File: config.mk
export PLATFORM = sky130hd
export DESIGN_NAME = ps2_kbd_tx
export DESIGN_NICKNAME = d
export VERILOG_FILES = /design/src/rtl/ps2_kbd_tx.sv
export SDC_FILE = /design/constraint.sdc
export NUM_CORES = 1
export LEC_CHECK = 0
export ABC_AREA = 1
export BUFFER_PORTS_ARGS = -buffer_cell sky130_fd_sc_hd__buf_2
export CORE_ASPECT_RATIO = 1.75
export CORE_MARGIN = 3
export CORE_UTILIZATION = 50
export CTS_CLUSTER_DIAMETER = 50
export DETAILED_ROUTE_END_ITERATION = 6
export PLACE_DENSITY = 0.62
export RECOVER_POWER = 100
export SETUP_SLACK_MARGIN = 0.02
export SLEW_MARGIN = 20
export SYNTH_ARGS = -nofsm -noshare
export SYNTH_HDL_FRONTEND = slang
export SYNTH_SLANG_ARGS = --single-unit
File: constraint.sdc
create_clock -name clk_sys -period 2.6 [get_ports clk_sys]
set_input_delay 0.13 -clock clk_sys [delete_from_list [all_inputs] [get_ports clk_sys]]
set_output_delay 0.13 -clock clk_sys [all_outputs]
set_load 0.01 [all_outputs]
File: src/rtl/ps2_kbd_tx.sv
// PS/2 keyboard-side transmitter: scancodes are queued in a small FIFO and
// shifted out as 11-bit frames (start, d0..d7, odd parity, stop) with a generated clock.
module ps2_kbd_tx #(
  parameter int HALF_PERIOD = 800,
  parameter int GAP         = 1600,
  parameter int FIFO_AW     = 3
) (
  input  logic       clk_sys,
  input  logic       reset,
  input  logic       ce,
  input  logic [7:0] din,
  input  logic       din_wr,
  output logic       full,
  output logic       overflow,
  output logic       busy,
  output logic       ps2_clk,
  output logic       ps2_data
);

  localparam int DEPTH = 1 << FIFO_AW;
  localparam int TMAX  = (GAP > HALF_PERIOD) ? GAP : HALF_PERIOD;
  localparam int CW    = $clog2(TMAX + 1);
  localparam logic [CW-1:0] HP_LAST  = CW'(HALF_PERIOD - 1);
  localparam logic [CW-1:0] GAP_LAST = CW'(GAP - 1);

  typedef enum logic [1:0] {ST_IDLE, ST_HIGH, ST_LOW, ST_GAP} state_t;

  state_t             state_q, state_d;
  logic [CW-1:0]      cnt_q, cnt_d;
  logic [3:0]         idx_q, idx_d;
  logic [10:0]        shift_q, shift_d;
  logic               ps2_clk_q, ps2_clk_d;
  logic               ps2_data_q, ps2_data_d;
  logic               ovf_q, ovf_d;
  logic [7:0]         mem_q [DEPTH];
  logic [7:0]         mem_d [DEPTH];
  logic [FIFO_AW-1:0] wr_ptr_q, wr_ptr_d, rd_ptr_q, rd_ptr_d;
  logic [FIFO_AW:0]   count_q, count_d;
  logic               push, pop;
  logic [7:0]         head;

  assign full     = (count_q == (FIFO_AW+1)'(DEPTH));
  assign overflow = ovf_q;
  assign busy     = (state_q != ST_IDLE) || (count_q != '0);
  assign ps2_clk  = ps2_clk_q;
  assign ps2_data = ps2_data_q;
  assign head     = mem_q[rd_ptr_q];
  assign push     = din_wr & ~full;

  // Frame sequencer: each bit is one HIGH phase followed by one LOW phase.
  always_comb begin
    state_d    = state_q;
    cnt_d      = cnt_q;
    idx_d      = idx_q;
    shift_d    = shift_q;
    ps2_clk_d  = ps2_clk_q;
    ps2_data_d = ps2_data_q;
    pop        = 1'b0;
    case (state_q)
      ST_IDLE: begin
        ps2_clk_d  = 1'b1;
        ps2_data_d = 1'b1;
        cnt_d      = '0;
        if (ce && count_q != '0) begin
          pop        = 1'b1;
          shift_d    = {1'b1, ~^head, head, 1'b0};
          idx_d      = 4'd0;
          ps2_data_d = 1'b0;
          state_d    = ST_HIGH;
        end
      end
      ST_HIGH: begin
        if (ce) begin
          if (cnt_q == HP_LAST) begin
            cnt_d     = '0;
            ps2_clk_d = 1'b0;
            state_d   = ST_LOW;
          end else begin
            cnt_d = cnt_q + CW'(1);
          end
        end
      end
      ST_LOW: begin
        if (ce) begin
          if (cnt_q == HP_LAST) begin
            cnt_d     = '0;
            ps2_clk_d = 1'b1;
            // Next bit is presented on the same edge the clock rises.
            if (idx_q < 4'd10) begin
              idx_d      = idx_q + 4'd1;
              shift_d    = {1'b1, shift_q[10:1]};
              ps2_data_d = shift_q[1];
              state_d    = ST_HIGH;
            end else begin
              ps2_data_d = 1'b1;
              state_d    = ST_GAP;
            end
          end else begin
            cnt_d = cnt_q + CW'(1);
          end
        end
      end
      ST_GAP: begin
        if (ce) begin
          if (cnt_q == GAP_LAST) begin
            cnt_d   = '0;
            state_d = ST_IDLE;
          end else begin
            cnt_d = cnt_q + CW'(1);
          end
        end
      end
      default: state_d = ST_IDLE;
    endcase
  end

  // Full is judged on the registered count, so a same-cycle pop cannot rescue a push.
  always_comb begin
    mem_d    = mem_q;
    wr_ptr_d = wr_ptr_q;
    rd_ptr_d = rd_ptr_q;
    count_d  = count_q;
    ovf_d    = ovf_q | (din_wr & full);
    if (push) begin
      mem_d[wr_ptr_q] = din;
      wr_ptr_d        = wr_ptr_q + FIFO_AW'(1);
    end
    if (pop) rd_ptr_d = rd_ptr_q + FIFO_AW'(1);
    case ({push, pop})
      2'b10:   count_d = count_q + (FIFO_AW+1)'(1);
      2'b01:   count_d = count_q - (FIFO_AW+1)'(1);
      default: count_d = count_q;
    endcase
  end

  always_ff @(posedge clk_sys) begin
    if (reset) begin
      state_q    <= ST_IDLE;
      cnt_q      <= '0;
      idx_q      <= '0;
      shift_q    <= '1;
      ps2_clk_q  <= 1'b1;
      ps2_data_q <= 1'b1;
      ovf_q      <= 1'b0;
      wr_ptr_q   <= '0;
      rd_ptr_q   <= '0;
      count_q    <= '0;
    end else begin
      state_q    <= state_d;
      cnt_q      <= cnt_d;
      idx_q      <= idx_d;
      shift_q    <= shift_d;
      ps2_clk_q  <= ps2_clk_d;
      ps2_data_q <= ps2_data_d;
      ovf_q      <= ovf_d;
      wr_ptr_q   <= wr_ptr_d;
      rd_ptr_q   <= rd_ptr_d;
      count_q    <= count_d;
    end
  end

  always_ff @(posedge clk_sys) begin
    mem_q <= mem_d;
  end

endmodule
==> results of run 1 <==
-- where the power goes --
part	total, mW	switching (mW)	internal, mW
clock	1.28	0.575	0.708
combinational	2.30	1.57	0.723
sequential	2.02	0.110	1.91
total	5.60	2.26	3.34
-- metrics by stage --
step | hold slack (ns) | power [mW] | setup WS, ns | instances | area (um^2)
floorplan | 0.1991 | 3.873 | 0.3938 | 610 | 5117
global placement | 0.3838 | 4.316 | 0.3693 | 748 | 5326
detailed placement | 0.3856 | 4.388 | 0.2265 | 748 | 5326
CTS | 0.02679 | 5.673 | 0.2005 | 764 | 5613
global route | 0.04604 | 6.026 | 0.06253 | 764 | 5554
finish | 0.02814 | 5.598 | 0.2798 | 764 | 5554
-- cells in the final DEF (no fill, tap or decap), types with 3 or more instances in the layout --
cell | synthesis | routed
clkbuf_1 | 2 | 19
buf_2 | 4 | 3
clkbuf_16 | 0 | 9
o21ai_0 | 15 | 15
nand3_1 | 51 | 51
buf_4 | 6 | 6
inv_1 | 89 | 91
nor2_1 | 38 | 40
ha_1 | 12 | 12
clkbuf_2 | 0 | 4
nand2_1 | 204 | 204
o211ai_1 | 10 | 10
edfxtp_1 | 64 | 64
a21oi_1 | 23 | 24
xor2_1 | 5 | 5
dfxtp_1 | 39 | 39
o21ai_1 | 4 | 4
nand4_1 | 2 | 3
-- worst max path at each step --
stage	slack, ns	cells past startpoint	startpoint	to
6_report	0.28	14	count_q[0]$_SDFFE_PP0P_	count_q[3]$_SDFFE_PP0P_
3_5_place_dp	0.23	14	count_q[0]$_SDFFE_PP0P_	count_q[2]$_SDFFE_PP0P_
2_1_floorplan	0.39	14	count_q[0]$_SDFFE_PP0P_	count_q[2]$_SDFFE_PP0P_
5_1_grt	0.06	14	count_q[0]$_SDFFE_PP0P_	count_q[2]$_SDFFE_PP0P_
3_3_place_gp	0.37	14	count_q[0]$_SDFFE_PP0P_	count_q[2]$_SDFFE_PP0P_
4_1_cts	0.20	14	count_q[0]$_SDFFE_PP0P_	count_q[2]$_SDFFE_PP0P_
-- layer usage --
layer / wire (um) / global-route usage
met5: 0 / 0
met3: 398 / 0.03886
met1: 4303 / 0.2251
met4: 376 / 0.08669
met2: 6266 / 0.3909
-- registers in the layout, indices dropped and copies added (netlist names), 2 cells and up --
register,count
mem_q,64
cnt_q,11
shift_q,9
count_q,4
idx_q,4
rd_ptr_q,3
wr_ptr_q,3
state_q,2
-- worst register-to-register path, delay by kind of cell, from the launching register on --
family / cells / cell delay, ns
and+or+nand+nor: 6 / 0.75
adders and majority gates: 1 / 0.27
buffers and inverters: 3 / 0.31
DFF: 1 / 0.40
AOI/OAI and AO/OA: 4 / 0.48
-- cell type report --
cell class / count / area, um^2 / share of cell area
clock buffer: 12 / 257.7 / 0.04641
timing repair buffer: 31 / 146.4 / 0.02636
tap: 125 / 156.4 / 0.02816
sequential: 103 / 2703 / 0.4866
clock inverter: 4 / 28.78 / 0.005181
multi-input combinational: 395 / 1907 / 0.3433
inverter: 94 / 355.3 / 0.06398
-- cells by family (layout without fill, tap and decap cells) --
kind of cell | after synthesis | after routing
and+or+nand+nor | 312 | 312
AOI/OAI and AO/OA | 64 | 64
DFF | 103 | 103
adders and majority gates | 12 | 12
xor gates and xnor gates | 7 | 7
buffers and inverters | 112 | 141
==> summary.md, run 1 <==
| Metric | Value |
|---|---|
| H-tree depth | `3` |
| Synth Flop Type | `edfxtp_1` |
| Vias in the first global route | `3,957` |
| Layout cells sized above 1 | `0.07042` |
| Clk_lat worst skew | `0.34 ns` |
| Hold_buf cts | `0` |
| Die area | `11,530 um^2` |
| WL/cell | `~15 um` |
| Top cell type's share of synthesized area | `0.3756` |
| Worst-margin pin slew | `~0.7 ns` |
| Critical path, cell by cell | `nor2_1 > inv_1 > nor3_2 > nor2_1 > inv_1 > ha_1 > nand2_1 > inv_1 > nor2_1 > nand3_1 > o31ai_1 > o211ai_1 > o21ai_0 > a21oi_1` |
| Core ar. | `9910 um^2` |
| First-pass GRT wire length | `around 18,000 um` |
| Vias | `3,963` |
| Cts repair resizes | `0` |
| Global placer's final weighted congestion | `~0.86` |
| Most common library cells after synthesis | `nand2_1 (204), inv_1 (89), edfxtp_1 (64)` |
| Startpoint class of the critical path | `flop` |
| Pwr Density | `1008 nW/um^2` |
| Hold Crit Depth | `2` |
| Synthesized flop and latch total | `103` |
| Worst hold path class | `in2reg` |
| CTS max path bufs | `2` |
| CTS buffer count | `9` |
| Min-delay src | `reset` |
| CP arrival | `2.54 ns` |
| Clk slew on worst S/H paths | `around 0.070 ns` |
| Largest fanout on the critical path | `5` |
| Area Overhead vs Synth | `8.533%` |
| CTS tree | `done` |
| Synth area leader | `edfxtp_1` |
| Total negative slack | `0 ns` |
| Fin util | `0.5605` |
| Largest net degree at the start of global routing | `36` |
| Mapped Avg Cell Area | `~8.4 um^2` |
| Async SR Flop Fraction | `0` |
| Mux contribution to synthesized area | `0` |
| Max-cap violations | `0` |
| Antenna Diode Count | `0` |
| Distinct cells, synth | `38` |
| Adder-Cell Fraction of Synth Area | `0.02934` |
| Clock Skews | `~0.0076 ns` |
| Antenna-violating nets left | `0` |
| CP endpoint kind | `flop` |
| Static Leak | `between 2 and 2.5 nW` |
| Die height | `139.8 um` |
| Xor/xnor share of the synthesized area | `0.01198` |
| F_max | `between 400 and 500 MHz` |
| Starting Density | `0.5164` |
| Setup violations, final | `0` |
| Drt initial violations | `250` |
| Std cell rows | `between 40 and 50` |
| Max-slew headroom | `0.5413` |
| DR pass1 iterations | `4` |
| DP Wirelength | `around 8000 um` |
| Final #Nets | `658` |
| Crit-path max cell delay | `approximately 0.40 ns` |
| Top cells by area, synth | `edfxtp_1 (38%), dfxtp_1 (15%), nand2_1 (15%)` |
| Critical path type | `reg2reg` |
| Die Width | `82.48 um` |
| Root Driver | `clkbuf_16` |
| Status | `finished clean` |
| PortBufs | `16` |
| Filler cells | `between 900 and 1,000` |
| R2R setup slack | `~0.28 ns` |
| Syn Inst Count | `~600` |
| Fin crit share | `0.8924` |
| Syn nets | `634` |
| Initial antenna violation count | `0` |
| Reg2reg end | `count_q[3]$_SDFFE_PP0P_` |
| YS warnings | `0` |
| Number of synthesized flops with an enable pin | `64` |
| Grt total ovfl | `0` |
| Worst Reg-to-Reg Cells | `14` |
| CP delay by family, top | `simple AND/OR/NAND/NOR gates` |
| Buf/Inv on CP | `3` |
| Total GRT Usage | `0.2118` |
| DRC | `0` |
| Reg-to-reg startpoint | `count_q[0]$_SDFFE_PP0P_` |
| Worst VDD drop | `approximately 0.65 mV` |
| Critical-path top delay cell | `dfxtp_1` |
| Post-Synth Simple-Gate Area | `0.2555` |
| Tmin final | `2.320 ns` |
| Drt total wl | `11,340 um` |
| Most frequent cell after synthesis | `nand2_1` |
| Hold EP | `idx_q[1]$_SDFFE_PP0P_` |
| Worst Path Required | `approximately 2.8 ns` |
| Post-CTS Setup Bufs | `0` |
| Synthesized area | `between 5000 and 6000 um^2` |
| Compound-cell area share of the yosys netlist | `0.07775` |
| Vias per cell | `~5.2` |
| Register area share after synthesis | `0.5281` |
| RSZ-0062 raised after global routing | `false` |
| Main combinational cell family by area after synthesis | `simple AND/OR/NAND/NOR gates` |
| Count of pins over their slew limit | `0` |
| # clock sinks | `a little over 100` |
| Boundary Pins | `17` |
| Final hold vios | `0` |
No activity file was read; power rests on OpenSTA's default activity.
==> run 2: changes to the inputs <==
BUFFER_PORTS_ARGS = unset   (was -buffer_cell sky130_fd_sc_hd__buf_2)
DONT_BUFFER_PORTS = 1   (was unset)
PLACE_DENSITY = 0.61   (was 0.62)
==> summary.md, run 2 (same netlist as run 1, synthesis figures left out) <==
| Metric | Value |
|---|---|
| Fin crit share | `0.8758` |
| Max-slew headroom | `0.5062` |
| Worst hold path class | `in2reg` |
| Met2 WL post-DR | `between 6000 and 7000 um` |
| RSZ-0062 raised after global routing | `false` |
| Vias | `about 3,900` |
| PortBufs | `0` |
| Clk_lat worst skew | `~0.35 ns` |
| Total GRT Usage | `0.2139` |
| Worst setup margin | `about 0.32 ns` |
| Setup violations, final | `0` |
| Worst Path Required | `around 2.8 ns` |
| Top reg by flops | `mem_q` |
| CP dominant cell by count | `nor2_1` |
| Clock Skews | `a little under 0.008 ns` |
| DRC | `0` |
| Total negative slack | `0 ns` |
| Pwr Density | `~1000 nW/um^2` |
| Count of pins over their slew limit | `0` |
| DP Wirelength | `roughly 8100 um` |
| Wire length on met1 | `between 4000 and 5000 um` |
| Drt total wl | `between 10,000 and 15,000 um` |
| Setup slack at placement | `~0.42 ns` |
| Grt total ovfl | `0` |
| Clk slew on worst S/H paths | `0.07 ns` |
| Startpoint class of the critical path | `flop` |
| Critical path type | `reg2reg` |
| Most common cell after layout, fill and taps aside | `nand2_1` |
| Critical-path top delay cell | `nor2_4` |
| First-pass GRT wire length | `roughly 18,000 um` |
| Most frequent cells in the layout | `nand2_1 (205), inv_1 (90), edfxtp_1 (64)` |
| Drt initial violations | `around 210` |
| Static Leak | `approximately 2.5 nW` |
| Vias in the first global route | `~3,900` |
| Die Width | `a little over 80 um` |
| Worst VDD drop | `between 0.7 and 0.8 mV` |
| Met3 WL | `between 400 and 500 um` |
| CTS tree | `done` |
| Core ar. | `roughly 9900 um^2` |
| Crit-path max cell delay | `0.39 ns` |
| Area Overhead vs Synth | `9.511%` |
| Die height | `~140 um` |
| Tmin final | `2.277 ns` |
| F_max | `between 400 and 500 MHz` |
| Critical path, cell by cell | `ha_1 > nand4_1 > nor2_1 > nor2_1 > nor2_4 > nand2_1 > nor2_4 > inv_4 > o21ai_1 > nor2_1` |
| CTS buffer count | `9` |
| Starting Density | `0.5164` |
| CTS max path bufs | `2` |
| Antenna Diode Count | `0` |
| Top Metal Used | `met4` |
| Boundary Pins | `17` |
| Root Driver | `clkbuf_16` |
| CP delay by family, top | `simple AND/OR/NAND/NOR gates` |
| Status | `finished clean` |
| H-tree depth | `3` |
| Max reg flops | `64` |
| CP arrival | `roughly 2.5 ns` |
| Global placer's final weighted congestion | `just over 0.8` |
| CP endpoint kind | `flop` |
| Final hold vios | `0` |
| Layout cells sized above 1 | `0.06299` |
| Final #Nets | `654` |
| Largest fanout on the critical path | `15` |
| Worst-margin pin slew | `0.7407 ns` |
| Antenna-violating nets left | `0` |
| Vias per cell | `5.155` |
| DR pass1 iterations | `4` |
| Buf/Inv on CP | `1` |
| Die area | `roughly 12,000 um^2` |
| Largest net degree at the start of global routing | `33` |
| Largest regs | `mem_q: 64 flops, cnt_q: 11 flops, shift_q: 9 flops` |
| WL/cell | `~15 um` |
| Std cell rows | `48` |
| Initial antenna violation count | `0` |
| Max-cap violations | `0` |
| # clock sinks | `around 100` |
[run 2: cell count changes in the layout (fill, tap and decap cells not counted), sizes merged]
cell,before,now
clkbuf,34,22
dlygate4sd3,0,10
buf,9,7
clkinvlp,0,1
inv,95,94
[run 2: report_power, final]
group	total (mW)	internal [mW]	switching, mW
clock	1.34	0.764	0.577
sequential	2.04	1.91	0.131
combinational	2.24	0.721	1.52
total	5.62	3.39	2.23
[run 2: cell type report]
class / count / area (um^2)
clock buffer: 12 / 279.0
inverter: 94 / 357.8
multi-input combinational: 395 / 1888
tap: 125 / 156.4
sequential: 103 / 2703
timing repair buffer: 27 / 193.9
clock inverter: 4 / 26.28
fill: 928 / 4305
[run 2: routing by layer]
| layer | global-route usage | vias up |
|---|---|---|
| li1 | - | 2000 |
| met1 | 0.2215 | 1833 |
| met2 | 0.3968 | 63 |
| met3 | 0.03886 | 22 |
| met4 | 0.09545 | 0 |
| met5 | 0 | - |
[run 2: worst reg2reg max path: cells and delay by family, from the launching register on]
| family | cells | cell delay, ns |
|---|---|---|
| and+or+nand+nor | 7 | 1.18 |
| DFF | 1 | 0.37 |
| AOI/OAI and AO/OA | 1 | 0.26 |
| adders and majority gates | 1 | 0.22 |
| buffers and inverters | 1 | 0.14 |
[run 2: stage by stage]
step / instances / utilization / hold slack, ns / power [mW] / instance area [um^2]
6_report: 760 / 0.5655 / 0.06986 / 5.623 / 5604
5_1_grt: 760 / 0.5655 / 0.1008 / 6.062 / 5604
4_1_cts: 760 / 0.5718 / 0.06316 / 5.726 / 5667
3_5_place_dp: 734 / 0.5309 / 0.2037 / 4.352 / 5261
3_3_place_gp: 734 / 0.5309 / 0.2008 / 4.305 / 5261
2_1_floorplan: 610 / - / 0.1991 / 3.873 / 5117
[run 2: worst paths after layout]
path                                   end             startpoint  slack, ns  depth (start not counted)
hold reg to reg      idx_q[3]$_SDFFE_PP0P_  idx_q[3]$_SDFFE_PP0P_       0.46                          2
setup / recovery     idx_q[0]$_SDFFE_PP0P_  cnt_q[0]$_SDFFE_PP0P_       0.32                         10
hold / removal    wr_ptr_q[2]$_SDFFE_PP0P_                 din_wr       0.07                          4
setup reg to reg     idx_q[0]$_SDFFE_PP0P_  cnt_q[0]$_SDFFE_PP0P_       0.32                         10
[run 2: repair_timing]
action	in CTS	in global routing
hold buffers	10	0
setup buffers	0	0
resized for setup	0	0
hold endpoints to repair	69	0
==> run 3: changes to the inputs <==
ABC_AREA = unset   (was 1)
==> summary.md, run 3 <==
| Metric | Value |
|---|---|
| Largest regs | `mem_q: 64 flops, cnt_q: 11 flops, shift_q: 9 flops` |
| DRC | `0` |
| Vias per cell | `about 5.4` |
| Std cell rows | `45` |
| Most frequent cells in the layout | `edfxtp_1 (64), nor2_1 (38), dfxtp_1 (38)` |
| Area Overhead vs Synth | `12.43%` |
| PortBufs | `0` |
| Clock share of power | `0.264` |
| CTS max path bufs | `2` |
| Filler cells | `~740` |
| Max-cap violations | `0` |
| Grt total ovfl | `0` |
| Synthesized area | `~4500 um^2` |
| Most frequent cell after synthesis | `edfxtp_1` |
| WL/cell | `approximately 16 um` |
| Crit-path max cell delay | `~0.43 ns` |
| Syn Inst Count | `~350` |
| Multi-input logic area | `approximately 1700 um^2` |
| Pint | `3.261 mW` |
| Final Cell Area | `5114 um^2` |
| CP delay by family, top | `simple AND/OR/NAND/NOR gates` |
| Async SR Flop Fraction | `0` |
| Synth area leader | `edfxtp_1` |
| Global placer's final weighted congestion | `0.7326` |
| Starting Density | `0.5178` |
| Top reg by flops | `mem_q` |
| Root Driver | `clkbuf_16` |
| DP Wirelength | `roughly 5600 um` |
| Count of pins over their slew limit | `0` |
| Sw Share | `0.3225` |
| Most common library cells after synthesis | `edfxtp_1 (64), dfxtp_1 (39), nor2_1 (38)` |
| Syn nets | `roughly 370` |
| Die Width | `78.10 um` |
| Power share of the combinational group | `0.318` |
| Total GRT Usage | `0.1738` |
| Drt total wl | `around 8000 um` |
| Register area share after synthesis | `0.5942` |
| H-tree depth | `3` |
| Top cells by area, synth | `edfxtp_1 (42%), dfxtp_1 (17%), mux4_2 (6.4%)` |
| Clock Skews | `0.009219 ns` |
| Max reg flops | `64` |
| Worst Path Required | `roughly 2.9 ns` |
| Max-slew headroom | `0.4687` |
| Die height | `132.2 um` |
| Most common cell after layout, fill and taps aside | `edfxtp_1` |
| Clk slew on worst S/H paths | `~0.07 ns` |
| Largest fanout on the critical path | `6` |
| Critical path type | `reg2reg` |
| CTS tree | `done` |
| Die area | `10,320 um^2` |
| First-pass GRT wire length | `approximately 14,000 um` |
| Vias in the first global route | `around 2,800` |
| Setup violations, final | `0` |
| # clock sinks | `~100` |
| Worst hold path class | `in2reg` |
| Critical path, cell by cell | `nor3_1 > and2_1 > nor2b_2 > inv_2 > ha_1 > xor2_1 > ha_1 > a21oi_1 > xor2_1 > or3_1 > a21oi_1` |
| Synthesized flop and latch total | `103` |
| Mapped Avg Cell Area | `about 13 um^2` |
| Distinct cells, synth | `48` |
| Layout cells sized above 1 | `0.1201` |
| Number of synthesized flops with an enable pin | `64` |
| Total negative slack | `0 ns` |
| Critical-path top delay cell | `dfxtp_1` |
| Worst-margin pin slew | `slightly below 0.8 ns` |
| FF/Latch Area | `around 2700 um^2` |
| CP arrival | `~2.6 ns` |
| DR pass1 iterations | `5` |
| Net switching power | `about 1.6 mW` |
| Area post-placement | `roughly 4800 um^2` |
| Initial antenna violation count | `0` |
| Drt initial violations | `~130` |
| Clk_lat worst skew | `0.34 ns` |
| CP endpoint kind | `flop` |
| Pwr Density | `approximately 940 nW/um^2` |
| Largest net degree at the start of global routing | `23` |
| YS warnings | `0` |
| F_max | `423.1 MHz` |
| Final #Nets | `between 400 and 500` |
| Antenna-violating nets left | `0` |
| Startpoint class of the critical path | `flop` |
| Tmin final | `around 2.4 ns` |
| Static Leak | `1.720 nW` |
| Top cell type's share of synthesized area | `0.4226` |
| Boundary Pins | `17` |
| Post-CTS Setup Bufs | `0` |
| Status | `finished clean` |
| RSZ-0062 raised after global routing | `false` |
| Vias | `between 2,000 and 3,000` |
| CTS buffer count | `9` |
| Fin crit share | `0.9090` |
| Antenna Diode Count | `0` |
| Final hold vios | `0` |
| Buf/Inv on CP | `1` |
| Worst VDD drop | `0.4952 mV` |
| Sequential fraction of design power | `0.418` |
| Core ar. | `8783 um^2` |
| Synth Flop Type | `edfxtp_1` |
## run 3: cell types whose count changed after synthesis, sizes merged, moves of 9 or more
cell   change
mux4      +16
mux2i     +11
a21oi     -10
inv       -86
nand3     -45
buf        -9
nand2    -173
## run 3: metrics by stage
stage	instances	setup slack, ns	power, mW	utilization	hold WS (ns)
3_3_place_gp	473	0.2725	3.623	0.5437	0.2042
5_1_grt	500	0.05296	5.148	0.5822	0.09729
4_1_cts	500	0.1279	4.941	0.5895	0.05491
3_5_place_dp	473	0.1594	3.644	0.5437	0.2046
6_report	500	0.2367	4.814	0.5822	0.06093
2_1_floorplan	349	0.08354	3.321	-	0.2289
## run 3: cells by family after synthesis
logic type               share of synthesized area
AO/OA/AOI/OAI                              0.07291
XOR/XNOR                                   0.04594
adder cells (fa/ha/maj)                    0.03301
buffers and inverters                      0.02448
flip-flops                                  0.5942
multiplexers                                0.1186
AND/OR/NAND/NOR                             0.1109
## run 3: area by class of cell
class                   instances  share of cell area
clock buffers                   9             0.04404
repair buffers                 31             0.04013
well taps                     117             0.02863
flip-flops and latches        103              0.5287
multi-input cells             225              0.3396
clock inverters                 7             0.01297
inverters                       8            0.005872
## run 3: metal layers
layer / vias up / part of all wire / wire length, um / track usage
met5: - / 0 / 0 / 0
met4: 0 / 0.011 / 85 / 0.05642
met3: 6 / 0.032 / 254 / 0.04378
met2: 52 / 0.58 / 4625 / 0.3235
met1: 1310 / 0.38 / 3063 / 0.1884
li1: 1346 / - / - / -
## run 3: power by group through the flow
stage	Clock, mW	Combinational [mW]	Sequential (mW)
2_1_floorplan	0	1.32	2.00
3_3_place_gp	0	1.58	2.04
3_5_place_dp	0	1.59	2.05
4_1_cts	1.30	1.63	2.01
5_1_grt	1.37	1.75	2.03
6_report	1.27	1.53	2.01
## run 3: final timing paths
path                                         startpoint                 endpoint  slack, ns  cells past startpoint
worst max-delay path            count_q[0]$_SDFFE_PP0P_  count_q[2]$_SDFFE_PP0P_       0.24                     11
worst min-delay path                              reset     ps2_clk$_SDFFE_PP1P_       0.06                      2
worst max register to register  count_q[0]$_SDFFE_PP0P_  count_q[2]$_SDFFE_PP0P_       0.24                     11
worst min register to register  shift_q[1]$_SDFFE_PP1P_  shift_q[1]$_SDFFE_PP1P_       0.49                      2
## run 3: what timing repair did
action                     CTS  global route
resized for setup            0             2
hold endpoints to repair    85             0
setup endpoints to repair    0             1
hold buffers                11             0
